==> config.mk <==
export PLATFORM = sky130hd
export DESIGN_NAME = array_19_ctrl_flat
export DESIGN_NICKNAME = d
export VERILOG_FILES = /design/src/rtl/array_19_ctrl_if.sv /design/src/rtl/array_19_ctrl.sv /design/src/flat_wrapper.sv
export SDC_FILE = /design/constraint.sdc
export NUM_CORES = 1
export LEC_CHECK = 0
export BUFFER_PORTS_ARGS = -buffer_cell sky130_fd_sc_hd__clkbuf_2
export CAP_MARGIN = 20
export CORE_ASPECT_RATIO = 0.9
export CORE_MARGIN = 5
export CORE_UTILIZATION = 35
export CTS_BUF_LIST = sky130_fd_sc_hd__clkbuf_8
export DETAILED_ROUTE_END_ITERATION = 10
export PLACE_DENSITY = 0.69
export SETUP_SLACK_MARGIN = 0.2
export SLEW_MARGIN = 40
export SYNTH_ARGS = -nofsm -noshare
export SYNTH_HDL_FRONTEND = slang
export SYNTH_SLANG_ARGS = --single-unit
export TNS_END_PERCENT = 30
==> constraint.sdc <==
create_clock -name clock -period 3.1 [get_ports clock]
set_input_delay 0.155 -clock clock [delete_from_list [all_inputs] [get_ports clock]]
set_output_delay 0.155 -clock clock [all_outputs]
set_load 0.03 [all_outputs]
==> src/rtl/array_19_ctrl_if.sv <==
`default_nettype none
// +----------------------------------------------------------------------+
// | array_19_ctrl_if : request/response/array-port bundle for the        |
// |                    array_19_ctrl request-side controller              |
// | Rev 1.0                                                              |
// +----------------------------------------------------------------------+
interface array_19_ctrl_if #(
  parameter int ADDR_W = 11,
  parameter int DATA_W = 60,
  parameter int LANES  = 10
);
  logic              req_valid;
  logic              req_ready;
  logic              req_write;
  logic [ADDR_W-1:0] req_addr;
  logic [LANES-1:0]  req_wmask;
  logic [DATA_W-1:0] req_wdata;
  logic              resp_valid;
  logic              resp_ready;
  logic [DATA_W-1:0] resp_data;
  logic              init_done;
  logic              mem_en;
  logic              mem_wmode;
  logic [ADDR_W-1:0] mem_addr;
  logic [LANES-1:0]  mem_wmask;
  logic [DATA_W-1:0] mem_wdata;
  logic [DATA_W-1:0] mem_rdata;

  // master = requester plus array macro side; slave = the controller
  modport master (
    output req_valid, req_write, req_addr, req_wmask, req_wdata, resp_ready, mem_rdata,
    input  req_ready, resp_valid, resp_data, init_done,
           mem_en, mem_wmode, mem_addr, mem_wmask, mem_wdata
  );

  modport slave (
    input  req_valid, req_write, req_addr, req_wmask, req_wdata, resp_ready, mem_rdata,
    output req_ready, resp_valid, resp_data, init_done,
           mem_en, mem_wmode, mem_addr, mem_wmask, mem_wdata
  );
endinterface
`default_nettype wire

==> src/rtl/array_19_ctrl.sv <==
`default_nettype none
// +----------------------------------------------------------------------+
// | array_19_ctrl : request-side controller for the 2048x60 masked array  |
// |   with 2-entry read response buffer; optional zero-fill after reset   |
// |   compiled in by defining ARRAY_19_CTRL_INIT_EN.                      |
// | Rev 1.0                                                              |
// +----------------------------------------------------------------------+
module array_19_ctrl #(
  parameter int ADDR_W = 11,
  parameter int DATA_W = 60,
  parameter int LANES  = 10
) (
  input  wire logic        clock,
  input  wire logic        reset_n,
  array_19_ctrl_if.slave   bus
);

  logic              w_run;
  logic              w_init_busy;
  logic [ADDR_W-1:0] w_init_addr;
  logic              w_fire;
  logic              w_rd_fire;
  logic              w_pop;
  logic              w_push;
  logic              w_credit;
  logic [2:0]        w_pending;

  logic [1:0]        occ_q, occ_d;
  logic              inflight_q, inflight_d;
  logic              wr_ptr_q, wr_ptr_d;
  logic              rd_ptr_q, rd_ptr_d;
  logic [DATA_W-1:0] buf_q [2];
  logic [DATA_W-1:0] buf_d [2];

`ifdef ARRAY_19_CTRL_INIT_EN
  typedef enum logic [0:0] {
    ST_INIT = 1'b0,
    ST_RUN  = 1'b1
  } state_t;

  state_t            state_q, state_d;
  logic [ADDR_W-1:0] cnt_q, cnt_d;

  always_ff @(posedge clock or negedge reset_n) begin
    if (!reset_n) begin
      state_q <= ST_INIT;
      cnt_q   <= '0;
    end else begin
      state_q <= state_d;
      cnt_q   <= cnt_d;
    end
  end

  // Leave INIT on the cycle the counter wraps from the last address to 0
  always_comb begin
    state_d = state_q;
    cnt_d   = cnt_q;
    if (state_q == ST_INIT) begin
      cnt_d = cnt_q + 1'b1;
      if (cnt_q == '1) begin
        state_d = ST_RUN;
      end
    end
  end

  assign w_run         = reset_n && (state_q == ST_RUN);
  assign w_init_busy   = reset_n && (state_q == ST_INIT);
  assign w_init_addr   = cnt_q;
  assign bus.init_done = (state_q == ST_RUN);
`else
  assign w_run         = reset_n;
  assign w_init_busy   = 1'b0;
  assign w_init_addr   = '0;
  assign bus.init_done = 1'b1;
`endif

  // Reads in flight plus buffered words, net of this cycle's pop, must leave room
  assign w_pop     = (occ_q != 2'd0) && bus.resp_ready;
  assign w_push    = inflight_q;
  assign w_pending = {1'b0, occ_q} + {2'b00, inflight_q} - {2'b00, w_pop};
  assign w_credit  = (w_pending < 3'd2);

  assign bus.req_ready = w_run && (bus.req_write || w_credit);
  assign w_fire        = bus.req_valid && bus.req_ready;
  assign w_rd_fire     = w_fire && !bus.req_write;

  // Array drive is held at zero while reset is asserted
  always_comb begin
    bus.mem_en    = 1'b0;
    bus.mem_wmode = 1'b0;
    bus.mem_addr  = '0;
    bus.mem_wmask = '0;
    bus.mem_wdata = '0;
    if (w_init_busy) begin
      bus.mem_en    = 1'b1;
      bus.mem_wmode = 1'b1;
      bus.mem_addr  = w_init_addr;
      bus.mem_wmask = '1;
    end else if (w_run) begin
      bus.mem_en    = w_fire;
      bus.mem_wmode = bus.req_write;
      bus.mem_addr  = bus.req_addr;
      bus.mem_wmask = bus.req_wmask;
      bus.mem_wdata = bus.req_wdata;
    end
  end

  always_comb begin
    inflight_d = w_rd_fire;
    occ_d      = occ_q + {1'b0, w_push} - {1'b0, w_pop};
    wr_ptr_d   = wr_ptr_q ^ w_push;
    rd_ptr_d   = rd_ptr_q ^ w_pop;
    buf_d[0]   = buf_q[0];
    buf_d[1]   = buf_q[1];
    if (w_push) begin
      buf_d[wr_ptr_q] = bus.mem_rdata;
    end
  end

  always_ff @(posedge clock or negedge reset_n) begin
    if (!reset_n) begin
      inflight_q <= 1'b0;
      occ_q      <= 2'd0;
      wr_ptr_q   <= 1'b0;
      rd_ptr_q   <= 1'b0;
      buf_q[0]   <= '0;
      buf_q[1]   <= '0;
    end else begin
      inflight_q <= inflight_d;
      occ_q      <= occ_d;
      wr_ptr_q   <= wr_ptr_d;
      rd_ptr_q   <= rd_ptr_d;
      buf_q[0]   <= buf_d[0];
      buf_q[1]   <= buf_d[1];
    end
  end

  assign bus.resp_valid = (occ_q != 2'd0);
  assign bus.resp_data  = buf_q[rd_ptr_q];

endmodule
`default_nettype wire

==> src/flat_wrapper.sv <==
// flat-port wrapper written by rule: the top's interface ports become plain ports
module array_19_ctrl_flat 
#(
  parameter int ADDR_W = 11,
  parameter int DATA_W = 60,
  parameter int LANES  = 10
)
  (clock, reset_n, bus_req_valid, bus_req_write, bus_req_addr, bus_req_wmask, bus_req_wdata, bus_resp_ready, bus_mem_rdata, bus_req_ready, bus_resp_valid, bus_resp_data, bus_init_done, bus_mem_en, bus_mem_wmode, bus_mem_addr, bus_mem_wmask, bus_mem_wdata);
  array_19_ctrl_if #(.ADDR_W(ADDR_W), .DATA_W(DATA_W), .LANES(LANES)) bus_i ();
  input  wire logic clock;
  input  wire logic reset_n;
  input wire logic [$bits(bus_i.req_valid)-1:0] bus_req_valid;
  input wire logic [$bits(bus_i.req_write)-1:0] bus_req_write;
  input wire logic [$bits(bus_i.req_addr)-1:0] bus_req_addr;
  input wire logic [$bits(bus_i.req_wmask)-1:0] bus_req_wmask;
  input wire logic [$bits(bus_i.req_wdata)-1:0] bus_req_wdata;
  input wire logic [$bits(bus_i.resp_ready)-1:0] bus_resp_ready;
  input wire logic [$bits(bus_i.mem_rdata)-1:0] bus_mem_rdata;
  output wire logic [$bits(bus_i.req_ready)-1:0] bus_req_ready;
  output wire logic [$bits(bus_i.resp_valid)-1:0] bus_resp_valid;
  output wire logic [$bits(bus_i.resp_data)-1:0] bus_resp_data;
  output wire logic [$bits(bus_i.init_done)-1:0] bus_init_done;
  output wire logic [$bits(bus_i.mem_en)-1:0] bus_mem_en;
  output wire logic [$bits(bus_i.mem_wmode)-1:0] bus_mem_wmode;
  output wire logic [$bits(bus_i.mem_addr)-1:0] bus_mem_addr;
  output wire logic [$bits(bus_i.mem_wmask)-1:0] bus_mem_wmask;
  output wire logic [$bits(bus_i.mem_wdata)-1:0] bus_mem_wdata;
  assign bus_i.req_valid = bus_req_valid;
  assign bus_i.req_write = bus_req_write;
  assign bus_i.req_addr = bus_req_addr;
  assign bus_i.req_wmask = bus_req_wmask;
  assign bus_i.req_wdata = bus_req_wdata;
  assign bus_i.resp_ready = bus_resp_ready;
  assign bus_i.mem_rdata = bus_mem_rdata;
  assign bus_req_ready = bus_i.req_ready;
  assign bus_resp_valid = bus_i.resp_valid;
  assign bus_resp_data = bus_i.resp_data;
  assign bus_init_done = bus_i.init_done;
  assign bus_mem_en = bus_i.mem_en;
  assign bus_mem_wmode = bus_i.mem_wmode;
  assign bus_mem_addr = bus_i.mem_addr;
  assign bus_mem_wmask = bus_i.mem_wmask;
  assign bus_mem_wdata = bus_i.mem_wdata;
  array_19_ctrl #(.ADDR_W(ADDR_W), .DATA_W(DATA_W), .LANES(LANES)) u_core (.clock(clock), .reset_n(reset_n), .bus(bus_i));
endmodule
==> results.md <==
* Status: finished clean
* RSZ-0062 raised after global routing: no
* Sw Share at 38.4%
* Clk_skew at 0.0167 ns
* Slew Limit Headroom at 52.2%
* Sink Count at 125
* Logic pwr share at 51.7%
* Fin. Hold Viols at 0
* Effective utilization at floorplan at 35.9%
* Routed wire per std cell at 16.9 um
* H-Tree Depth at 4
* HP Class: primary input to asynchronous set/reset pin
* Via/cell ratio at 4.45
* Sequential share of the synthesized area at 45.0%
* Die Ht at 144 um
* Clock-pin transition on the worst setup and hold timing paths at 0.09 ns
* I/O Buffers at 290
* First-pass GRT wire length at 27.6 mm
* Maximum vdd drop at 0.406 mV
* Power Dens Cells at 979 nW/um^2
* Area delta synth->final at 36.2%
* P_sw at 0.00356 W
* FF-to-FF setup slack at 0.43 ns
* Clock period minus final worst setup slack at 2.72 ns
* Actual slew at the worst max-slew pin at 0.718 ns
* CP Data Arrival Time at 2.56 ns
* Post-Syn Instances at 440
* Mapped Area at 6940 sq um
* Critical path required time at 2.94 ns
* Fmax at 368 MHz
* Placed inst area at 8390 sq um
* Finished Cell Area at 9460 sq um
* TritonCTS buffer count at 17
* Final period util at 87.7%
* R2R Path End: u_core.inflight_q$_DFF_PN0_
* Post-synth net total at 591
* CP Capture Type: output pin
* Sequential share of power at 32.3%
* Share of cells above drive strength 1 at 64.0%
* Max-slew violations at 0
* Clk_lat worst skew at 0.44 ns
* Setup violations, final at 0
* Critical path type: flip-flop to output pin
* Fin Setup TNS at 0 ns
* Reg2Reg Depth at 9
* Core box area at 19,300 sq um
* IO Pins at 292
* DRC errors left at 0
* DIE AREA at 22,800 sq um
* All-Layer GR Usage at 15.6%
* Clk pwr share at 16.0%
* Rows at 48
* FF-to-FF Start: u_core.occ_q[1]$_DFF_PN0_
* Int Power at 0.00571 W
* Die X at 158 um
* Cell chosen for the clock root: clkbuf_8
* GR Overflow Total at 0
* Synth cell types at 22
* CTS tree: built
* Initial antenna violation count at 2
* Max Cap Viol at 0
* Final wirelength at 17.8 mm
* Ys Warns at 0
* Commonest non-fill, non-tap cell in the layout: clkbuf_2
* Pin count of the biggest net entering global routing at 112
* Clock Path Buffers at 2
* Number of global-route vias before repair at 5,328
* DP Wirelength at 12.9 mm
* Initial DRC Count at 161
* DRT Pass-1 Iters at 6
* FF+latch count, synth at 125
* Post-route ant nets at 0
* Most frequent cells in the layout: clkbuf_2 (288), mux2_4 (179), dfrtp_1 (123)
* RePlAce Congestion at 0.876
* Vias at 4,687
* Type of origin of the critical path: flip-flop
* NumNets Final at 939
* Worst Path Max Fanout at 3
* Mean Syn Cell Area at 15.8 sq um
* Leak pwr at 4.94 nW
timing repair:
item                       CTS  global route
setup endpoints to repair    1             2
setup buffers                0             1
hold endpoints to repair   145             1
hold buffers                63             1
pin swaps                    0             1
resized for setup            1             3
flip-flops by register name (all words and copies together), names as in the netlist:
register           cells
u_core.occ_q           2
u_core.wr_ptr_q        1
u_core.buf_q         120
u_core.rd_ptr_q        1
u_core.inflight_q      1
power groups by stage:
stage | Sequential [W] | Combinational [W] | Clock (W)
after global routing | 0.00311 | 0.00506 | 0.00160
after detailed placement | 0.00302 | 0.00474 | 0
after global placement | 0.00298 | 0.00469 | 0
final | 0.00299 | 0.00479 | 0.00148
after CTS | 0.00300 | 0.00483 | 0.00154
after floorplan | 0.00273 | 0.00408 | 0
area by class of cell:
type | instances | area [sq um]
timing repair buffer | 360 | 2200
clock inverter | 15 | 175
sequential | 125 | 3130
tap | 250 | 313
antenna | 2 | 5.00
inverter | 6 | 22.5
fill | 1720 | 9880
multi-input combinational | 278 | 3380
clock buffer | 17 | 234
synth_stat cells:
cell type | number | share of area, %
nand3_1 | 1 | 0.072
nand2_1 | 2 | 0.11
xor2_1 | 2 | 0.25
buf_6 | 3 | 0.49
mux2_4 | 179 | 39
mux2_2 | 1 | 0.16
conb_1 | 1 | 0.054
and2_1 | 82 | 7.4
clkbuf_1 | 3 | 0.16
buf_2 | 1 | 0.072
buf_12 | 18 | 5.2
fa_1 | 1 | 0.29
ha_1 | 4 | 0.72
clkbuf_2 | 5 | 0.36
buf_4 | 1 | 0.11
inv_1 | 6 | 0.32
o21a_1 | 1 | 0.11
nor4_1 | 1 | 0.090
o31ai_1 | 1 | 0.11
dfrtp_1 | 125 | 45
or2_2 | 1 | 0.090
o21bai_1 | 1 | 0.11
critical path, cell delays in order (launching register included):
cell and delay [ns]:
dfrtp_2 0.41, o21a_1 0.22, ha_1 0.28, inv_1 0.06, ha_1 0.13, inv_1 0.04
fa_1 0.52, inv_1 0.08, o31ai_2 0.18, buf_4 0.20
routing by layer:
metal  part of all wire [%]  up-vias  track usage [%]  wire, um
met4                    2.4        0             6.10       425
met5                      0        -                0         0
met3                    7.3       21             4.40      1310
met1                     38     2272             17.0      6800
met2                     52      199             28.6      9280
li1                       -     2195                -         -
stage by stage:
stage / utilization, % / instances / setup slack, ns / hold WS [ns] / power, W
after floorplan: - / 440 / 0.509 / -0.141 / 0.00682
after global placement: 43.4 / 954 / 0.739 / 0.195 / 0.00767
after detailed placement: 43.4 / 954 / 0.730 / 0.212 / 0.00776
after CTS: 48.8 / 1049 / 0.201 / 0.00162 / 0.00936
after global routing: 48.9 / 1053 / 0.199 / 0.315 / 0.00976
final: 48.9 / 1053 / 0.381 / 0.294 / 0.00926
how the worst max path moves through the flow:
stage	endpoint	startpoint
after floorplan	bus_mem_en	u_core.occ_q[1]$_DFF_PN0_
after global routing	bus_mem_en	u_core.occ_q[1]$_DFF_PN0_
after detailed placement	bus_mem_en	u_core.occ_q[1]$_DFF_PN0_
final	bus_mem_en	u_core.occ_q[1]$_DFF_PN0_
after global placement	bus_mem_en	u_core.occ_q[1]$_DFF_PN0_
after CTS	bus_mem_en	u_core.occ_q[1]$_DFF_PN0_
logic make-up (layout without fill, tap and decap cells):
group           Yosys count  in the layout  synth area share [%]
flops                   125            125                  45.0
compound gates            3              3                 0.324
simple gates             87             87                  7.75
other cells               1              3                0.0540
fa+ha+maj                 5              5                  1.01
buf+inv                  37            398                  6.70
xor+xnor                  2              2                 0.252
mux                     180            180                  38.9
(Power assumes the default switching activity.)
